**config.mk**
```make
export PLATFORM = sky130hd
export DESIGN_NAME = train_sensor_tracker
export DESIGN_NICKNAME = d
export VERILOG_FILES = /design/src/rtl/train_sensor_tracker.sv
export SDC_FILE = /design/constraint.sdc
export NUM_CORES = 1
export LEC_CHECK = 0
export CAP_MARGIN = 20
export CORE_MARGIN = 3
export CORE_UTILIZATION = 50
export DETAILED_ROUTE_END_ITERATION = 16
export GPL_ROUTABILITY_DRIVEN = 0
export PLACE_DENSITY = 0.7
export REMOVE_ABC_BUFFERS = 1
export SETUP_SLACK_MARGIN = 0.02
export SYNTH_ARGS = -nofsm -noshare
export SYNTH_HDL_FRONTEND = slang
export SYNTH_SLANG_ARGS = --single-unit
export TNS_END_PERCENT = 10
```
**constraint.sdc**
```tcl
create_clock -name clk -period 6.6 [get_ports clk]
set_input_delay 0.66 -clock clk [delete_from_list [all_inputs] [get_ports clk]]
set_output_delay 0.66 -clock clk [all_outputs]
set_load 0.03 [all_outputs]
```
**src/rtl/train_sensor_tracker.sv**
```systemverilog
// Train sensor tracker: synchronises the track sensors, follows the train
// through them in order, measures the interval between sensors, predicts
// the next interval with a running average and counts it down. It also
// drives the gate command and the overdue/fault flags.
module train_sensor_tracker #(
    parameter int NUM_SENSORS = 6,
    parameter int STATE_W     = 4,
    parameter int TIME_W      = 19,
    parameter int DEFAULT_T   = 250000,
    parameter int GATE_SENSOR = 1
) (
    input  logic                   clk,
    input  logic                   rst,
    input  logic [NUM_SENSORS-1:0] sensor,
    output logic [STATE_W-1:0]     present_state,
    output logic [TIME_W-1:0]      time_meas,
    output logic [TIME_W-1:0]      time_pred,
    output logic [TIME_W-1:0]      timer,
    output logic                   timer_done,
    output logic                   gate_close,
    output logic                   overdue,
    output logic                   fault
);

    typedef enum logic [1:0] {IDLE, TRACK, HOLD, FAULT} mode_t;

    localparam logic [TIME_W-1:0]      T_DEF     = TIME_W'(DEFAULT_T);
    localparam logic [TIME_W-1:0]      T_MAX     = '1;
    localparam logic [STATE_W-1:0]     LAST_POS  = STATE_W'(NUM_SENSORS);
    localparam logic [STATE_W-1:0]     GATE_POS  = STATE_W'(GATE_SENSOR);
    localparam logic [NUM_SENSORS-1:0] HIT_FIRST = NUM_SENSORS'(1);
    localparam logic [NUM_SENSORS-1:0] HIT_LAST  = HIT_FIRST << (NUM_SENSORS - 1);

    logic [NUM_SENSORS-1:0] sync_a, sync_b, sync_prev, hit;
    mode_t                  mode, mode_nxt;
    logic [STATE_W-1:0]     pos, pos_nxt;
    logic [TIME_W-1:0]      cnt, cnt_nxt;
    logic [TIME_W-1:0]      meas_nxt, pred_nxt, timer_nxt;
    logic [TIME_W-1:0]      meas_new, pred_new;
    logic                   done_nxt, overdue_nxt;
    logic                   accept, restart, seq_err;

    // Two-flop synchroniser plus a previous-value flop for edge detection.
    always_ff @(posedge clk or posedge rst) begin
        if (rst) begin
            sync_a    <= '0;
            sync_b    <= '0;
            sync_prev <= '0;
        end else begin
            sync_a    <= sensor;
            sync_b    <= sync_a;
            sync_prev <= sync_b;
        end
    end

    assign hit = sync_b & ~sync_prev;

    // Interval measured at an accepted hit counts the hit cycle itself, so it
    // is the counter plus one (saturating); the prediction is the new interval
    // on the first leg and a truncating running average afterwards.
    assign meas_new = (cnt == T_MAX) ? T_MAX : cnt + 1'b1;
    assign pred_new = (pos == STATE_W'(1)) ? meas_new
                    : TIME_W'(({1'b0, time_pred} + {1'b0, meas_new}) >> 1);

    // Next-state logic: classify the hit pattern for the current mode, then
    // apply fault entry, restart, acceptance or timer countdown in that order.
    always_comb begin
        mode_nxt    = mode;
        pos_nxt     = pos;
        cnt_nxt     = (cnt == T_MAX) ? cnt : cnt + 1'b1;
        meas_nxt    = time_meas;
        pred_nxt    = time_pred;
        timer_nxt   = timer;
        done_nxt    = 1'b0;
        overdue_nxt = overdue;
        accept      = 1'b0;
        restart     = 1'b0;
        seq_err     = 1'b0;

        case (mode)
            IDLE: begin
                if (hit == HIT_FIRST)  restart = 1'b1;
                else if (hit != '0)    seq_err = 1'b1;
            end
            TRACK: begin
                if (hit == (HIT_FIRST << pos))                accept  = 1'b1;
                else if (hit == (HIT_FIRST << (pos - 1'b1)))  accept  = 1'b0;
                else if (hit != '0)                           seq_err = 1'b1;
            end
            HOLD: begin
                if (hit != '0 && hit != HIT_LAST) seq_err = 1'b1;
            end
            FAULT: begin
                if (hit == HIT_FIRST) restart = 1'b1;
            end
            default: seq_err = 1'b1;
        endcase

        if (seq_err) begin
            mode_nxt    = FAULT;
            overdue_nxt = 1'b0;
        end else if (restart) begin
            mode_nxt    = TRACK;
            pos_nxt     = STATE_W'(1);
            cnt_nxt     = '0;
            timer_nxt   = T_DEF;
            overdue_nxt = 1'b0;
        end else if (accept) begin
            pos_nxt     = pos + 1'b1;
            mode_nxt    = (pos + 1'b1 == LAST_POS) ? HOLD : TRACK;
            cnt_nxt     = '0;
            meas_nxt    = meas_new;
            pred_nxt    = pred_new;
            timer_nxt   = pred_new;
            overdue_nxt = 1'b0;
        end else if (mode != FAULT && timer != '0) begin
            timer_nxt = timer - 1'b1;
            if (timer == TIME_W'(1)) begin
                done_nxt = 1'b1;
                if (mode == TRACK) overdue_nxt = 1'b1;
                if (mode == HOLD) begin
                    mode_nxt    = IDLE;
                    pos_nxt     = '0;
                    overdue_nxt = 1'b0;
                end
            end
        end
    end

    // State, measurement, prediction and timer registers.
    always_ff @(posedge clk or posedge rst) begin
        if (rst) begin
            mode       <= IDLE;
            pos        <= '0;
            cnt        <= '0;
            time_meas  <= '0;
            time_pred  <= T_DEF;
            timer      <= '0;
            timer_done <= 1'b0;
            overdue    <= 1'b0;
        end else begin
            mode       <= mode_nxt;
            pos        <= pos_nxt;
            cnt        <= cnt_nxt;
            time_meas  <= meas_nxt;
            time_pred  <= pred_nxt;
            timer      <= timer_nxt;
            timer_done <= done_nxt;
            overdue    <= overdue_nxt;
        end
    end

    assign fault         = (mode == FAULT);
    assign present_state = fault ? '1 : pos;
    assign gate_close    = fault || (pos > GATE_POS);

endmodule

```
# Yosys cells after proc, flatten, opt, wreduce, memory -nomap -nowiden
# Cells that the tools add are included.
# op_classes
n_div,0
reduce_logical,19
mul,0
mux,44
n_shift,2
order_cmp,1
n_bitwise,4
n_eq_ne,12
add_sub_neg,5
# ops
operator,count
19-bit two-way mux,9
4-bit two-way mux,6
1-bit two-way mux,21
19-bit by 19-bit adder with 20-bit output,1
19-bit by 1-bit adder with 19-bit output (second input constant),1
19-bit by 1-bit == test with 1-bit output (second input constant),1
19-bit == test (second input constant),1
19-bit nonzero test,1
19-bit by 1-bit subtractor with 19-bit output (second input constant),1
2-bit two-way mux,7
6-bit == test,2
4-bit nonzero test,3
1-bit by 4-bit << shifter with 6-bit output (first input constant),2
3-bit AND reduction,3
3-bit nonzero test,3
6-bit AND,1
6-bit by 1-bit == test with 1-bit output (second input constant),1
6-bit != test (second input constant),1
6-bit NOT,1
6-bit nonzero test,1
5-bit nonzero test,1
4-bit by 1-bit adder with 4-bit output (second input constant),1
2-bit == test (second input constant),2
4-bit by 1-bit == test with 1-bit output (second input constant),1
13 further kinds,15
# word_totals
latch_bits,0
mem_bits_rw,0
register_bits,102
elab_cells,98
in_bits,8
memories,0
rom_bits,0

# Logic depth before layout (Yosys ltp)
# Gate-level depths: netlist of the first run.
# depth
ltp_word,9
ltp_mapped,15
ltp_nobuf,15

# Worst setup path before layout of the first run
# Ideal clock, no wire load.
# synth_path
kind,register to register
startpoint,reg cnt[7]
endpoint,reg timer[17]
setup_slack_ns,2.898
setup_time_ns,0.128
arrival_ns,3.574
stages_incl_launch_ff,16
n_path_buf,1
cell_sequence,dfrtp_1 > and4_1 > nand4_1 > nor3_1 > clkbuf_1 > nor2_1 > inv_1 > ha_1 > o21ai_0 > a21oi_1 > or4b_2 > a21oi_1 > o31ai_1 > a311o_1 > a211oi_2 > nor3_1
# synth_via
elab_chain_cells,6
# synth_rtl
element,line_no,rtl
"start, declared",37,"logic [TIME_W-1:0] cnt, cnt_nxt;"
"start signal, assigned",144,cnt <= cnt_nxt;
19-bit == test,61,assign meas_new = (cnt == T_MAX) ? T_MAX : cnt + 1'b1;
19-bit two-way mux,61,
via meas_new[3],39,"logic [TIME_W-1:0] meas_new, pred_new;"
19-bit by 19-bit adder with 20-bit output,63,": TIME_W'(({1'b0, time_pred} + {1'b0, meas_new}) >> 1);"
19-bit two-way mux,62,assign pred_new = (pos == STATE_W'(1)) ? meas_new
19-bit two-way mux,108,end else if (accept) begin
19-bit two-way mux,102,end else if (restart) begin
"end signal, assigned",147,timer <= timer_nxt;
"end, declared",18,"output logic [TIME_W-1:0] timer,"
# The timed path passes the listed nets, and every way through them passes these cells.
# A chain may end at the register's enable or synchronous reset.

# Final worst setup path of the first run
# Same ends and word-level chain as after synthesis.

==> results of run 1 <==
==> registers in the layout (all words and copies together) (netlist names) <==
name	cells
sync_b	6
cnt	19
timer_done	1
time_pred	19
timer	19
pos	4
sync_a	6
overdue	1
time_meas	19
mode	2
sync_prev	6
==> cells in the mapped netlist (3+ instances only) <==
cell | n | area share, %
dfrtp_1 | 95 | 38
nand2_1 | 89 | 5.3
nor2_1 | 81 | 4.8
o21ai_0 | 50 | 4.0
a21oi_1 | 47 | 3.7
ha_1 | 33 | 6.5
inv_1 | 29 | 1.7
nor3_1 | 24 | 1.9
xnor2_1 | 22 | 3.0
nand3_1 | 19 | 1.5
a31oi_1 | 15 | 1.5
clkbuf_1 | 15 | 0.89
nand2b_1 | 14 | 1.4
nor2b_1 | 13 | 1.3
mux2i_1 | 10 | 1.6
xor2_1 | 10 | 1.4
buf_2 | 9 | 0.71
o21ai_1 | 8 | 0.63
a21o_1 | 7 | 0.83
dfstp_2 | 7 | 2.9
nand4_1 | 7 | 0.69
or3_1 | 7 | 0.69
o21a_1 | 6 | 0.71
or2_2 | 6 | 0.59
nor4_1 | 5 | 0.49
o22ai_1 | 5 | 0.49
a211oi_1 | 4 | 0.47
a22o_1 | 4 | 0.55
and2_1 | 4 | 0.40
and3_1 | 4 | 0.40
and4_1 | 4 | 0.55
buf_4 | 4 | 0.47
nor4b_1 | 4 | 0.55
o211ai_1 | 4 | 0.47
a211o_1 | 3 | 0.42
a211oi_2 | 3 | 0.59
o31ai_1 | 3 | 0.36
or4_1 | 3 | 0.36
==> worst reg2reg max path, delay by kind of cell (launching register included) <==
family,cells,cell delay (ps)
AND/OR/NAND/NOR,7,2130
flip-flops,1,430
AO/OA/AOI/OAI,5,1240
adder cells (fa/ha/maj),1,290
==> power by group <==
group	internal [mW]	switching, mW
Clock	0.278	0.239
Sequential	0.791	0.171
Combinational	0.647	1.02
==> layout make-up <==
class | instances | area (um^2) | share of cell area [%]
Multi-Input combinational cell | 562 | 3510 | 47.0
Sequential cell | 102 | 2560 | 34.3
Clock buffer | 12 | 256 | 3.43
Tap cell | 168 | 210 | 2.81
Timing Repair Buffer | 81 | 788 | 10.5
Clock inverter | 4 | 30.0 | 0.402
Inverter | 30 | 115 | 1.54
==> final timing paths <==
path	endpoint	from	depth (start not counted)	slack [ps]
hold / removal	sync_b[0]$_DFF_PP0_	sync_a[0]$_DFF_PP0_	0	350
max in group asynchronous	timer[17]$_DFFE_PP0P_	rst	3	4750
min in group asynchronous	time_meas[0]$_DFFE_PP0P_	rst	2	680
hold reg to reg	sync_b[0]$_DFF_PP0_	sync_a[0]$_DFF_PP0_	0	350
setup / recovery	timer[17]$_DFFE_PP0P_	cnt[7]$_DFF_PP0_	13	2380
setup reg to reg	timer[17]$_DFFE_PP0P_	cnt[7]$_DFF_PP0_	13	2380
==> cells by family after synthesis <==
kind of cell | Yosys count | share of synthesized area [%]
compound gates | 192 | 20.1
buf+inv | 60 | 4.21
mux | 11 | 1.76
flops | 102 | 40.5
xor+xnor | 32 | 4.43
fa+ha+maj | 34 | 6.84
simple gates | 293 | 22.2
==> per-stage QoR <==
stage	instance area, um^2	instances	setup slack, ps	power, mW
4_1_cts	7470	958	2440	3.15
5_1_grt	7470	959	2070	3.34
2_1_floorplan	6170	694	1530	2.03
3_3_place_gp	7180	942	2580	2.59
3_5_place_dp	7180	942	2470	2.62
6_report	7470	959	2380	3.14
==> layer usage <==
| metal | track usage [%] | vias up |
|---|---|---|
| li1 | - | 2707 |
| met1 | 32.2 | 2700 |
| met2 | 40.8 | 250 |
| met3 | 5.45 | 45 |
| met4 | 9.12 | 0 |
| met5 | 0 | - |
==> results.yml, run 1 <==
outcome:
  outcome: "complete, no violations"
place:
  port_buffers: 72
  dp_hpwl_mm: 12.4
logic_synthesis:
  synthFlopType: "dfrtp_1"
  syn_avg_cell_area_um2: 8.74
  ys_ff_latch: 102
  synth_edf_count: 0
  yosysUniqueCellTypes: 76
  ys_async_sr_fraction_pct: 100
  ys_seq_area_share_pct: 40.5
  syn_area_mm2: 0.00633
  yosys_warnings: 0
  synthCells: 724
route:
  drt_iter0_drc: 518
  avgRoutedWirePerCell_um: 17.7
  routed_wl_mm: 17.0
  vias: 5702
  drc: 0
  m1WireLength_mm: 7.48
  met3_length_mm: 1.03
  wl_met2_mm: 7.97
  dr.max_layer_used: "met4"
  avgViaCountPerCell: 5.95
  detail-route-antenna-nets: 0
  drtPass1Iterations: 7
sta:
  rsz0062_at_grt: "false"
  holdWs_ps: 349
  hold_violations: 0
  worstMarginPinSlew_ps: 1010
  setup_viol: 0
  slew_headroom_pct: 32.5
  setup_tns_ps: 0
  skew_ps: 6.56
  min_period_over_period_pct: 63.9
  drv_slew: 0
  min_period_ps: 4220
  fmax_mhz: 237
finish:
  area_growth_pct: 18.1
  diodes: 0
  final_common_cell: "dfrtp_1"
  drive_gt1_share_pct: 7.33
  final_util_pct: 61.2
  layout_common_cells: "dfrtp_1 (95), nand2_1 (89), nor2_1 (81)"
  fin_nets: 828
  num-fill-cells: 1104
setup_path:
  cp_top_family: "simple AND/OR/NAND/NOR gates"
  cp.buffers_inverters: 0
  path_cells: "and4_1 > nand4_1 > or3_1 > nand2_1 > ha_1 > nand2b_1 > a21oi_1 > or4b_2 > a21oi_1 > o31ai_1 > a311o_1 > a211oi_2 > nor3_1"
  worstSetupEndpointType: "flip-flop"
  crit_type: "flip-flop to flip-flop"
  arrival_ps: 4450
  required_ps: 6830
  cp_max_fo: 17
  worst_path_max_delay_cell: "or4b_2"
  start_kind: "flip-flop"
  slowest_delay_ps: 660
  crit_top_cell: "a21oi_1"
clock_tree:
  worstSkewPairLatency_ps: 350
  cts_hold_buffers: 0
  cts_htree_levels: 3
  cts_buffer_depth: 2
  numCtsBuffers: 9
  cts.repair.resized: 0
  post_cts_buffers: 0
  cts-root-buf: "clkbuf_16"
  clk_pin_slew_ps: 70
  tritoncts: "yes"
  clock-sinks: 102
power_and_ir_drop:
  power_density_mw_per_mm2: 421
  power.leakage_nw: 3.31
  ir_worst_vdd_v: 0.000214
die:
  coreArea_mm2: 0.0122
  die_y_um: 119
  chipWidth_um: 119
  ios: 73
  row_count: 40
  start_util_pct: 51.8
  die-area_mm2: 0.0140
global_routing:
  grt_pass1_wl_mm: 28.3
  grt_use_total_pct: 24.8
  grt_pass1_vias: 5628
  antenna_found_initial: 0
  grt_max_degree: 65
  overflow: 0
hold_path:
  hp-class: "flip-flop to flip-flop"
job:
  max_cap_violations: 0
No activity file was read; power rests on OpenSTA's default activity.
==> run 2: changes to the inputs <==
--- a/config.mk
+++ b/config.mk
@@ -10,7 +10,7 @@
 export CORE_UTILIZATION = 50
 export DETAILED_ROUTE_END_ITERATION = 16
 export GPL_ROUTABILITY_DRIVEN = 0
-export PLACE_DENSITY = 0.7
+export PLACE_DENSITY = 0.73
 export REMOVE_ABC_BUFFERS = 1
 export SETUP_SLACK_MARGIN = 0.02
 export SYNTH_ARGS = -nofsm -noshare
==> constraint.sdc (replaced) <==
create_clock -name clk -period 3.8 [get_ports clk]
set_input_delay 0.38 -clock clk [delete_from_list [all_inputs] [get_ports clk]]
set_output_delay 0.38 -clock clk [all_outputs]
set_load 0.03 [all_outputs]
==> results.yml, run 2 (synthesis results as in run 1) <==
clock_tree:
  numCtsBuffers: 9
  cts_hold_buffers: 0
  clk_pin_slew_ps: 70
  clock-sinks: 102
  cts_htree_levels: 3
  cts-root-buf: "clkbuf_16"
  cts_buffer_depth: 2
  worstSkewPairLatency_ps: 360
  tritoncts: "yes"
finish:
  final_common_cell: "dfrtp_1"
  diodes: 0
  final_util_pct: 65.2
  area_growth_pct: 25.9
  design_area_mm2: 0.00797
  drive_gt1_share_pct: 14.0
  num-fill-cells: 1020
  fin_nets: 865
  layout_common_cells: "dfrtp_1 (94), nand2_1 (89), nor2_1 (81)"
power_and_ir_drop:
  clkPwrFrac_pct: 18.8
  ir_worst_vdd_v: 0.000447
  seq_power_share_pct: 27.9
  switching_share_pct: 43.3
  power.leakage_nw: 3.56
  switchingPower_mw: 2.59
  power_density_mw_per_mm2: 751
  p_int_mw: 3.39
  pwr-share-comb_pct: 53.3
setup_path:
  cp_max_fo: 5
  r2r_start: "cnt[7]$_DFF_PP0_"
  rr_endpoint: "timer[17]$_DFFE_PP0P_"
  crit_type: "flip-flop to flip-flop"
  ff2ff_setup_slack_ps: 140
  path_cells: "and4_1 > nand4_1 > or3_4 > buf_4 > nand2_1 > ha_1 > a21oi_1 > or4b_4 > a21oi_4 > o31ai_4 > a311o_1 > a211oi_2 > nor3_1"
  arrival_ps: 3900
  slowest_delay_ps: 510
  required_ps: 4040
  worst_path_max_delay_cell: "or4b_4"
  r2r_cells: 13
  start_kind: "flip-flop"
  worstSetupEndpointType: "flip-flop"
die:
  die_y_um: 119
  chipWidth_um: 119
  die-area_mm2: 0.0140
  ios: 73
  coreArea_mm2: 0.0122
  row_count: 40
  start_util_pct: 51.8
route:
  avgViaCountPerCell: 6.04
  routed_wl_mm: 17.9
  detail-route-antenna-nets: 0
  avgRoutedWirePerCell_um: 18.0
  drtPass1Iterations: 5
  vias: 6014
  drc: 0
  drt_iter0_drc: 615
hold_path:
  min-delay-start: "sync_a[5]$_DFF_PP0_"
  min_path_cells: 0
  worstHoldEndpoint: "sync_b[5]$_DFF_PP0_"
  hp-class: "flip-flop to flip-flop"
global_routing:
  grt_pass1_wl_mm: 29.3
  overflow: 0
  grt_pass1_vias: 5819
  grt_max_degree: 58
  grt_use_total_pct: 25.5
  antenna_found_initial: 0
sta:
  hold_violations: 0
  drv_slew: 0
  setup_tns_ps: 0
  setup_viol: 0
  worstMarginPinSlew_ps: 763
  min_period_over_period_pct: 96.3
  fmax_mhz: 273
  skew_ps: 10.8
  min_period_ps: 3660
  slew_headroom_pct: 49.0
place:
  port_buffers: 72
  place_area_mm2: 0.00743
  dp_hpwl_mm: 12.7
outcome:
  outcome: "complete, no violations"
job:
  max_cap_violations: 0
-- run 2: changes by cell type in the layout (fill, tap and decap cells not counted), sizes merged --
cell / before / now
clkinvlp: 1 / 0
buf: 9 / 46
bufinv: 0 / 4
inv: 31 / 30
clkbuf: 12 / 10
-- run 2: worst max-delay path: cells and delay by family, from the launching register on --
family | cells | cell delay [ps]
buf+inv | 1 | 140
simple gates | 6 | 1590
compound gates | 5 | 1140
flops | 1 | 410
fa+ha+maj | 1 | 250
-- run 2: routing by layer --
| layer | GRT usage (%) | routed length, um | vias up |
|---|---|---|---|
| met2 | 41.7 | 8560 | 285 |
| met3 | 4.16 | 1330 | 34 |
| met4 | 9.70 | 430 | 0 |
| met1 | 34.1 | 7600 | 2907 |
| met5 | 0 | 0 | - |
| li1 | - | - | 2788 |
-- run 2: worst max-delay path by stage --
stage	from	to	slack [ps]	depth (start not counted)
floorplan	pos[1]$_DFFE_PP0P_	timer[12]$_DFFE_PP0P_	-1270	10
global placement	cnt[7]$_DFF_PP0_	timer[17]$_DFFE_PP0P_	50	15
detailed placement	cnt[7]$_DFF_PP0_	timer[17]$_DFFE_PP0P_	-50	15
CTS	cnt[7]$_DFF_PP0_	timer[16]$_DFFE_PP0P_	60	15
global route	cnt[7]$_DFF_PP0_	timer[17]$_DFFE_PP0P_	-0.1	13
finish	cnt[7]$_DFF_PP0_	timer[17]$_DFFE_PP0P_	140	13
-- run 2: timing repair --
action / 4_1_cts / 5_1_grt
setup buffers: 0 / 6
resized for setup: 4 / 24
pin swaps: 0 / 8
setup endpoints to repair: 3 / 27
-- run 2: per-stage QoR --
stage | power, mW | worst slack, ps | cells | hold WS [ps]
floorplan | 3.52 | -1270 | 694 | 331
global placement | 4.63 | 50.5 | 974 | 333
detailed placement | 4.70 | -45.6 | 974 | 336
CTS | 5.86 | 57.9 | 990 | 347
global route | 6.32 | -0.104 | 996 | 355
finish | 5.99 | 139 | 996 | 348
-- run 2: power by group through the flow --
stage	combinational, mW	clock [mW]	sequential [mW]
4_1_cts	3.06	1.14	1.66
5_1_grt	3.43	1.18	1.71
2_1_floorplan	1.51	0	2.01
3_5_place_dp	3.03	0	1.68
6_report	3.19	1.13	1.67
3_3_place_gp	2.97	0	1.66
-- run 2: area by class of cell --
cell class	instances	area (um^2)	area share [%]
clock buffer	10	229	2.87
clock inverter	6	134	1.68
timing repair buffer	118	1080	13.5
sequential	102	2560	32.2
multi-input combinational	562	3640	45.7
tap	168	210	2.64
inverter	30	115	1.44
==> RTL edit: new RTL, config.mk and constraints of run 1 <==
The 4 values of `mode_t` get a one-hot encoding in 4 bits.
--- a/src/rtl/train_sensor_tracker.sv
+++ b/src/rtl/train_sensor_tracker.sv
@@ -22,7 +22,7 @@
     output logic                   fault
 );
 
-    typedef enum logic [1:0] {IDLE, TRACK, HOLD, FAULT} mode_t;
+    typedef enum logic [3:0] {IDLE = 4'b0001, TRACK = 4'b0010, HOLD = 4'b0100, FAULT = 4'b1000} mode_t;
 
     localparam logic [TIME_W-1:0]      T_DEF     = TIME_W'(DEFAULT_T);
     localparam logic [TIME_W-1:0]      T_MAX     = '1;
Behaviour: same outputs for any inputs over 10 cycles, from zero or initial values and one cycle with rst high; not proved beyond that.
==> RTL edit against run 1 <==
Maximum frequency shrank 7.0%; sequential power shrank 5.7%; hold slack better by 0.0030 ns; clock power rose by 11%; global-route usage fell by 0.32 points; via count is 1.4% lower; sequential cell count rose by 2; routed wire length is 0.28% higher; area after synthesis up 1.2%; setup slack lost 0.32 ns; total power shrank 11%; cell area rose by 0.82%; critical path type unchanged.
==> RTL edit: results (changes against run 1) <==
| Metric | Value |
|---|---|
| Status | `finished, final reports clean (unchanged)` |
| Worst Path Arrival | `4.77 ns (was 4.45 ns)` |
| Share of post-route cells with drive strength above 1 | `0.0806 (was 0.0733)` |
| TritonCTS Buffers | `9 (unchanged)` |
| Fin nets | `815 (was 828)` |
| GRT Total Usage | `0.245 (was 0.248)` |
| Clk Latency, worst-skew pair | `0.37 ns (was 0.35 ns)` |
| Vias in the first global route | `5398 (was 5628)` |
| TritonRoute pass-1 iters | `5 (was 7)` |
| Cells after DPL | `934 (was 942)` |
| Register area share after synthesis | `0.408 (was 0.405)` |
| Via count | `5623 (was 5702)` |
| Largest net degree at the start of global routing | `70 (was 65)` |
| Number of DRC violations after detailed-routing iteration 0 | `641 (was 518)` |
| Synth unique cells | `78 (was 76)` |
| Max stage delay on crit path | `0.58 ns (was 0.66 ns)` |
| Hold Crit Class | `reg -> reg (unchanged)` |
| First-pass GRT wire length | `28000 µm (was 28300 µm)` |
| Fill cells | `1075 (was 1104)` |
| Adder-cell area share of the yosys netlist | `0.0598 (was 0.0684)` |
| Clk buf depth | `2 (unchanged)` |
| Met1 Routed Length | `7540 µm (was 7480 µm)` |
| Initial antenna violation count | `0 (unchanged)` |
| Final WL | `17000 µm (about the same)` |
| Via/cell ratio | `5.92 (was 5.95)` |
| Area fraction in compound gates after synthesis | `0.184 (was 0.201)` |
| Worst-Margin Slew | `1.09 ns (was 1.01 ns)` |
| Reg clk slew, reported paths | `0.07 ns (about the same)` |
| Worst Skew | `0.0103 ns (was 0.00656 ns)` |
| Maximum vdd drop | `0.205 mV (was 0.214 mV)` |
| Wire length on met3 | `1090 µm (was 1030 µm)` |
| Post-synth ARST share | `1.00 (unchanged)` |
| Synth Instances | `723 (was 724)` |
| Top_reg_cell synth | `dfrtp_1 (unchanged)` |
| Met2 wire len | `8200 µm (was 7970 µm)` |
| Final hold vios | `0 (unchanged)` |
| Final HPWL DP | `12300 µm (was 12400 µm)` |
| Leakage | `3.54 nW (was 3.31 nW)` |
| CP Max Fanout | `13 (was 17)` |
| Synth cell count leaders | `nor2_1, dfrtp_1, nand2_1 (was dfrtp_1, nand2_1, nor2_1)` |
| Post-synthesis xor/xnor area fraction | `0.0547 (was 0.0443)` |
| Multiplexer share of the synthesized area | `0.00313 (was 0.0176)` |
| Critical-path top delay cell | `o311ai_1 (was or4b_2)` |
| Area contributors post-synth | `dfrtp_1, nor2_1, ha_1, nand2_1, xnor2_1 (was dfrtp_1, ha_1, nand2_1, nor2_1, o21ai_0)` |
## RTL edit: layout make-up
cell class	count	area, µm²	area share
Tap cell	168	210	0.0279
Clock inverter	6	75.1	0.00996
Multi-Input combinational cell	558	3520	0.467
Inverter	27	104	0.0138
Timing Repair Buffer	77	778	0.103
Sequential cell	104	2610	0.347
Clock buffer	10	239	0.0317
## RTL edit: kinds of logic after synthesis
logic type      Yosys count
xor+xnor                 40
mux                       2
simple gates            309
compound gates          177
buf+inv                  61
fa+ha+maj                30
flops                   104
## RTL edit: final timing paths
path | startpoint | cells after the start | endpoint | slack (ns)
min in group asynchronous | rst | 2 | time_meas[0] | 0.73
worst min register to register | sync_a[1] | 0 | sync_b[1] | 0.35
worst max-delay path | cnt[1] | 15 | timer[14] | 2.07
worst min-delay path | sync_a[1] | 0 | sync_b[1] | 0.35
max in group asynchronous | rst | 3 | time_meas[17] | 4.72
worst max register to register | cnt[1] | 15 | timer[14] | 2.07
## RTL edit: metrics by stage
step / area (µm²) / utilization / setup slack, ns / power, mW
5_1_grt: 7540 / 0.615 / 1.84 / 2.95
4_1_cts: 7540 / 0.615 / 2.18 / 2.79
3_5_place_dp: 7220 / 0.589 / 2.22 / 2.21
6_report: 7540 / 0.615 / 2.07 / 2.79
2_1_floorplan: 6230 / - / 2.16 / 1.76
3_3_place_gp: 7190 / 0.587 / 2.48 / 2.17
## RTL edit: power breakdown
part | switching (mW) | internal [mW] | total, mW
sequential | 0.152 | 0.754 | 0.907
clock | 0.264 | 0.311 | 0.574
combinational | 0.799 | 0.513 | 1.31
total | 1.21 | 1.58 | 2.79
## RTL edit: routing by layer
layer,vias to the layer above,global-route usage
met1,2775,0.341
met5,-,0
li1,2649,-
met2,180,0.392
met4,0,0.0587
met3,19,0.0508
